### src/rtl/alu_32_bit_if.sv
// alu_32_bit_if: operand/opcode bundle and registered result/flag for the ALU
interface alu_32_bit_if;
    logic [3:0]  ALUControl;
    logic [31:0] A;
    logic [31:0] B;
    logic [31:0] ALUResult;
    logic        Zero;

    modport master (output ALUControl, A, B, input ALUResult, Zero);
    modport slave (input ALUControl, A, B, output ALUResult, Zero);
endinterface

### src/rtl/alu_32_bit.sv
// alu_32_bit: single-cycle-latency registered 32-bit ALU with zero flag
module alu_32_bit (
    input  logic          Clk,
    input  logic          Rst_n,
    alu_32_bit_if.slave   bus
);
    logic [31:0] alu_result_d, alu_result_q;
    logic        zero_d, zero_q;

    // combinational operation select; unused codes fall through to zero
    always_comb begin
        alu_result_d = 32'd0;
        case (bus.ALUControl)
            4'b0000: alu_result_d = bus.A & bus.B;
            4'b0001: alu_result_d = bus.A | bus.B;
            4'b0010: alu_result_d = bus.A + bus.B;
            4'b0011: alu_result_d = bus.A ^ bus.B;
            4'b0100: alu_result_d = bus.A * bus.B;
            4'b0110: alu_result_d = bus.A - bus.B;
            4'b0111: alu_result_d = {31'd0, $signed(bus.A) < $signed(bus.B)};
            4'b1000: alu_result_d = bus.B << bus.A[4:0];
            4'b1001: alu_result_d = bus.B >> bus.A[4:0];
            4'b1010: alu_result_d = $unsigned($signed(bus.B) >>> bus.A[4:0]);
            4'b1011: alu_result_d = {31'd0, bus.A < bus.B};
            4'b1100: alu_result_d = ~(bus.A | bus.B);
            default: alu_result_d = 32'd0;
        endcase
        zero_d = alu_result_d == 32'd0;
    end

    // result and flag captured together so they can never disagree
    always_ff @(posedge Clk or negedge Rst_n) begin
        if (!Rst_n) begin
            alu_result_q <= 32'd0;
            zero_q       <= 1'b1;
        end else begin
            alu_result_q <= alu_result_d;
            zero_q       <= zero_d;
        end
    end

    assign bus.ALUResult = alu_result_q;
    assign bus.Zero      = zero_q;
endmodule

### src/flat_wrapper.sv
// flat-port wrapper written by rule: the top's interface ports become plain ports
module alu_32_bit_flat 
  (Clk, Rst_n, bus_ALUControl, bus_A, bus_B, bus_ALUResult, bus_Zero);
  alu_32_bit_if bus_i ();
  input  logic Clk;
  input  logic Rst_n;
  input wire logic [$bits(bus_i.ALUControl)-1:0] bus_ALUControl;
  input wire logic [$bits(bus_i.A)-1:0] bus_A;
  input wire logic [$bits(bus_i.B)-1:0] bus_B;
  output wire logic [$bits(bus_i.ALUResult)-1:0] bus_ALUResult;
  output wire logic [$bits(bus_i.Zero)-1:0] bus_Zero;
  assign bus_i.ALUControl = bus_ALUControl;
  assign bus_i.A = bus_A;
  assign bus_i.B = bus_B;
  assign bus_ALUResult = bus_i.ALUResult;
  assign bus_Zero = bus_i.Zero;
  alu_32_bit u_core (.Clk(Clk), .Rst_n(Rst_n), .bus(bus_i));
endmodule
### config.mk
export PLATFORM = sky130hd
export DESIGN_NAME = alu_32_bit_flat
export DESIGN_NICKNAME = d
export VERILOG_FILES = /design/src/rtl/alu_32_bit_if.sv /design/src/rtl/alu_32_bit.sv /design/src/flat_wrapper.sv
export SDC_FILE = /design/constraint.sdc
export NUM_CORES = 2
export LEC_CHECK = 0
export ABC_AREA = 1
export BUFFER_PORTS_ARGS = -buffer_cell sky130_fd_sc_hd__clkbuf_2
export CORE_MARGIN = 5
export CORE_UTILIZATION = 40
export DETAILED_ROUTE_END_ITERATION = 6
export GPL_ROUTABILITY_DRIVEN = 0
export GPL_TIMING_DRIVEN = 0
export PLACE_DENSITY = 0.56
export SYNTH_ARGS = -nofsm -noshare
export SYNTH_HDL_FRONTEND = slang
export SYNTH_SLANG_ARGS = --single-unit
export TNS_END_PERCENT = 5
### constraint.sdc
create_clock -name Clk -period 0.8 [get_ports Clk]
set_input_delay 0.2 -clock Clk [delete_from_list [all_inputs] [get_ports Clk]]
set_output_delay 0.2 -clock Clk [all_outputs]
set_load 0.01 [all_outputs]
==> reports/metrics.csv <==
stage,metric,value,unit
worst_setup_path,crit_required,1.02,ns
worst_setup_path,critPathArrivalTime,7.10,ns
timing,setup_slack,-6.08,ns
floorplan,num_rows,95,
timing,finalCritPeriodShare,860,%
drt,wirelength,138000,microns
cells_and_area,most-common-layout-cells,"1177 x nand2_1, 977 x inv_1, 391 x fa_1, 215 x nor2_1, 205 x nand3_1",
pwr,seq_power_share,1.7,%
synth,synth-simple-area-share,27.0,%
synth,synthCells,4274,
drt,first_pass_iters,7,
outcome,violations,"DRC, setup timing",
synth,synth_mux_area_share,0.293,%
global_routing,grt_util_all_layers,36.3,%
cells_and_area,final_common_cell,nand2_1,
timing,slew_headroom,11.2,%
synth,synth-async-reset-ratio,100,%
global_routing,antenna_found_initial,6,
clock_network,cts_sinks,33,
outcome,outcome,finished with violations,
pwr,swShare,58.3,%
worst_setup_path,crit_fanout,10,
global_routing,grt_pass1_wl,198000,microns
synth,ys_types,59,
clock_network,cts_buffers,5,
clock_network,cts_root_buf,clkbuf_16,
placement,io_buffers,102,
worst_setup_path,critical-path-max-stage-delay,0.57,ns
synth,post_synth.cell_area_avg,6.39,sq um
cells_and_area,fin_nets,5159,
placement,hpwl,113000,microns
synth,synth_area,27300,sq um
clock_network,clk_path_buf_depth,2,
synth,synth-main-ff-cell,dfrtp_1,
global_routing,overflow,0,
timing,slew_violations,0,
pwr,power_leakage,18.4,nW
worst_setup_path,crit_slowest_cell,fa_1,
timing,min_period,6.88,ns
job,maxCapViolations,0,
pwr,switchingPower,83.3,mW
floorplan,die_area,73600,sq um
hold_path,hp-class,in2async,
timing,finalHoldWorstSlack,0.00931,ns
pwr,vdd_ir_drop_max,6.14,mV
pwr,p_clk_share,1.5,%
floorplan,ios,103,
cells_and_area,final_cells,5337,
synth,synth_seq_cells,33,
worst_setup_path,cpMostUsedCell,fa_1,
placement,dpl.cell_count,5253,
synth,synth_edf_count,0,
synth,yosys_warnings,0,
timing,hold_violations,0,
worst_setup_path,crit_type,in2reg,
timing,rsz0062_at_grt,true,
timing,worst_pin_slew,1.32,ns
drt,drtAntennaViolNets,0,
global_routing,grt_max_degree,34,
timing,fin_setup_tns,-168.14,ns
clock_network,cts.clk_slew.worst_paths,0.06,ns
cells_and_area,syn_to_final_growth,18.0,%
cells_and_area,drive_gt1_share,13.3,%
drt,drtIter0Drc,4382,
timing,final-setup-viol-count,66,
floorplan,initial_core_util,40.5,%
synth,synth_top_family_by_area,adder cells,
drt,route.detailed.drc,42,
synth,synth_adder_area_share,40.1,%
cells_and_area,fin_area,32200,sq um
clock_network,postCtsHoldBufs,0,
global_routing,grt_pass1_vias,29131,
floorplan,core_area,67400,sq um
synth,syn_nets,4973,
floorplan,die_x,271,microns
timing,timing.fmax,145,MHz
placement,place_area,29000,sq um
worst_setup_path,endpoint_kind,flop,
pwr,p_per_area,4440,nW/um^2
drt,viasPerCell,5.74,
synth,synth-compound-area-share,12.1,%
floorplan,die_h,271,microns
synth,ys_seq_area_share,3.03,%
pwr,internal_power,59.6,mW
drt,wl_per_cell,25.9,microns
clock_network,cts_max_level,2,
clock_network,cts_tree,done,
worst_setup_path,startpoint_type,input pin,
pwr,comb_power_share,96.8,%
synth,synthXorXnorAreaFrac,0.321,%
drt,vias,30611,
-- power groups by stage --
stage | Clock (mW) | Sequential, mW | Combinational [mW]
3_3_place_gp | 0 | 2.31 | 91.2
6_report | 2.19 | 2.37 | 138
5_1_grt | 2.28 | 2.44 | 146
4_1_cts | 2.21 | 2.35 | 124
3_5_place_dp | 0 | 2.33 | 92.0
2_1_floorplan | 0 | 2.68 | 76.7
-- worst max-delay path: cells and delay by family --
kind | cells | cell delay (ns)
AO/OA/AOI/OAI | 1 | 0.22
adder cells (fa/ha/maj) | 9 | 4.37
buffers and inverters | 7 | 0.85
AND/OR/NAND/NOR | 11 | 1.45
-- area by class of cell --
cell class | instances | area (sq um)
Multi-Input combinational cell | 3029 | 22900
Tap cell | 873 | 1090
Antenna cell | 3 | 7.51
Sequential cell | 33 | 827
Fill cell | 7016 | 35200
Clock buffer | 5 | 125
Inverter | 1009 | 3790
Clock inverter | 3 | 46.3
Buffer | 203 | 2200
Timing Repair Buffer | 179 | 1280
-- per-stage QoR --
stage | total power [mW] | worst slack (ns) | util (%)
floorplan | 79.4 | -5.61 | -
global placement | 93.5 | -7.92 | 43.0
detailed placement | 94.3 | -7.95 | 43.1
CTS | 129 | -6.14 | 46.9
global route | 151 | -6.26 | 47.8
finish | 143 | -6.08 | 47.8
-- logic make-up (layout without fill, tap and decap cells) --
logic type / Yosys count / count (layout)
flops: 33 / 33
mux: 8 / 8
fa+ha+maj: 629 / 629
buf+inv: 1212 / 1399
xor+xnor: 10 / 10
other cells: 0 / 3
simple gates: 1803 / 1803
compound gates: 579 / 579
-- cell usage after synthesis (4+ instances only) --
master,instances,area (sq um)
nand2_1,1208,4530
inv_1,991,3720
fa_1,410,8210
nor2_1,245,920
nand3_1,223,1120
ha_1,219,2740
a21oi_1,176,881
o21ai_0,164,821
clkbuf_1,102,383
o21ai_1,85,425
buf_2,49,245
nand4_1,49,307
buf_1,39,146
o211ai_1,33,248
dfrtp_1,32,801
nor3_1,30,150
o22ai_1,25,156
inv_2,16,60.1
nand3b_1,16,120
o21bai_1,10,75.1
a21o_1,9,67.6
a221oi_1,9,78.8
a31oi_1,8,50.1
mux2i_1,8,80.1
nand2_2,8,50.1
o21a_1,8,60.1
a21oi_2,7,61.3
o2111ai_1,7,61.3
o221ai_1,7,61.3
buf_4,6,45.0
buf_6,6,67.6
xor2_1,6,52.6
a2111oi_0,5,43.8
o21ai_2,5,43.8
a211oi_1,4,30.0
nor4_1,4,25.0
or2_2,4,25.0
xnor2_1,4,35.0
-- final timing paths --
path                              startpoint                       end  slack (ns)  cells past startpoint
max in group asynchronous              Rst_n  u_core.bus.ALUResult[30]        0.27                      1
setup / recovery                    bus_B[8]           u_core.bus.Zero       -6.08                     28
hold / removal                         Rst_n  u_core.bus.ALUResult[11]       0.009                      1
min in group Clk           bus_ALUControl[0]   u_core.bus.ALUResult[0]        0.43                      5
-- timing repair --
action | in CTS | in global routing
setup endpoints to repair | 66 | 66
buffers inserted | 53 | 20
gates resized for setup | 509 | 159
gates cloned | 0 | 0
pin swaps | 76 | 79
-- metal layers --
layer	routed length, microns	GRT usage [%]	share of wire (%)
met5	93	0	0.067
met3	21600	14.4	16
met2	55000	52.2	40
met1	52300	47.7	38
met4	9390	17.2	6.8
-- state kept, by name, summed over array words and instances (netlist names) --
name,flops
u_core.bus.ALUResult,32
u_core.bus.Zero,1
Power figures use the tool's default switching activity.
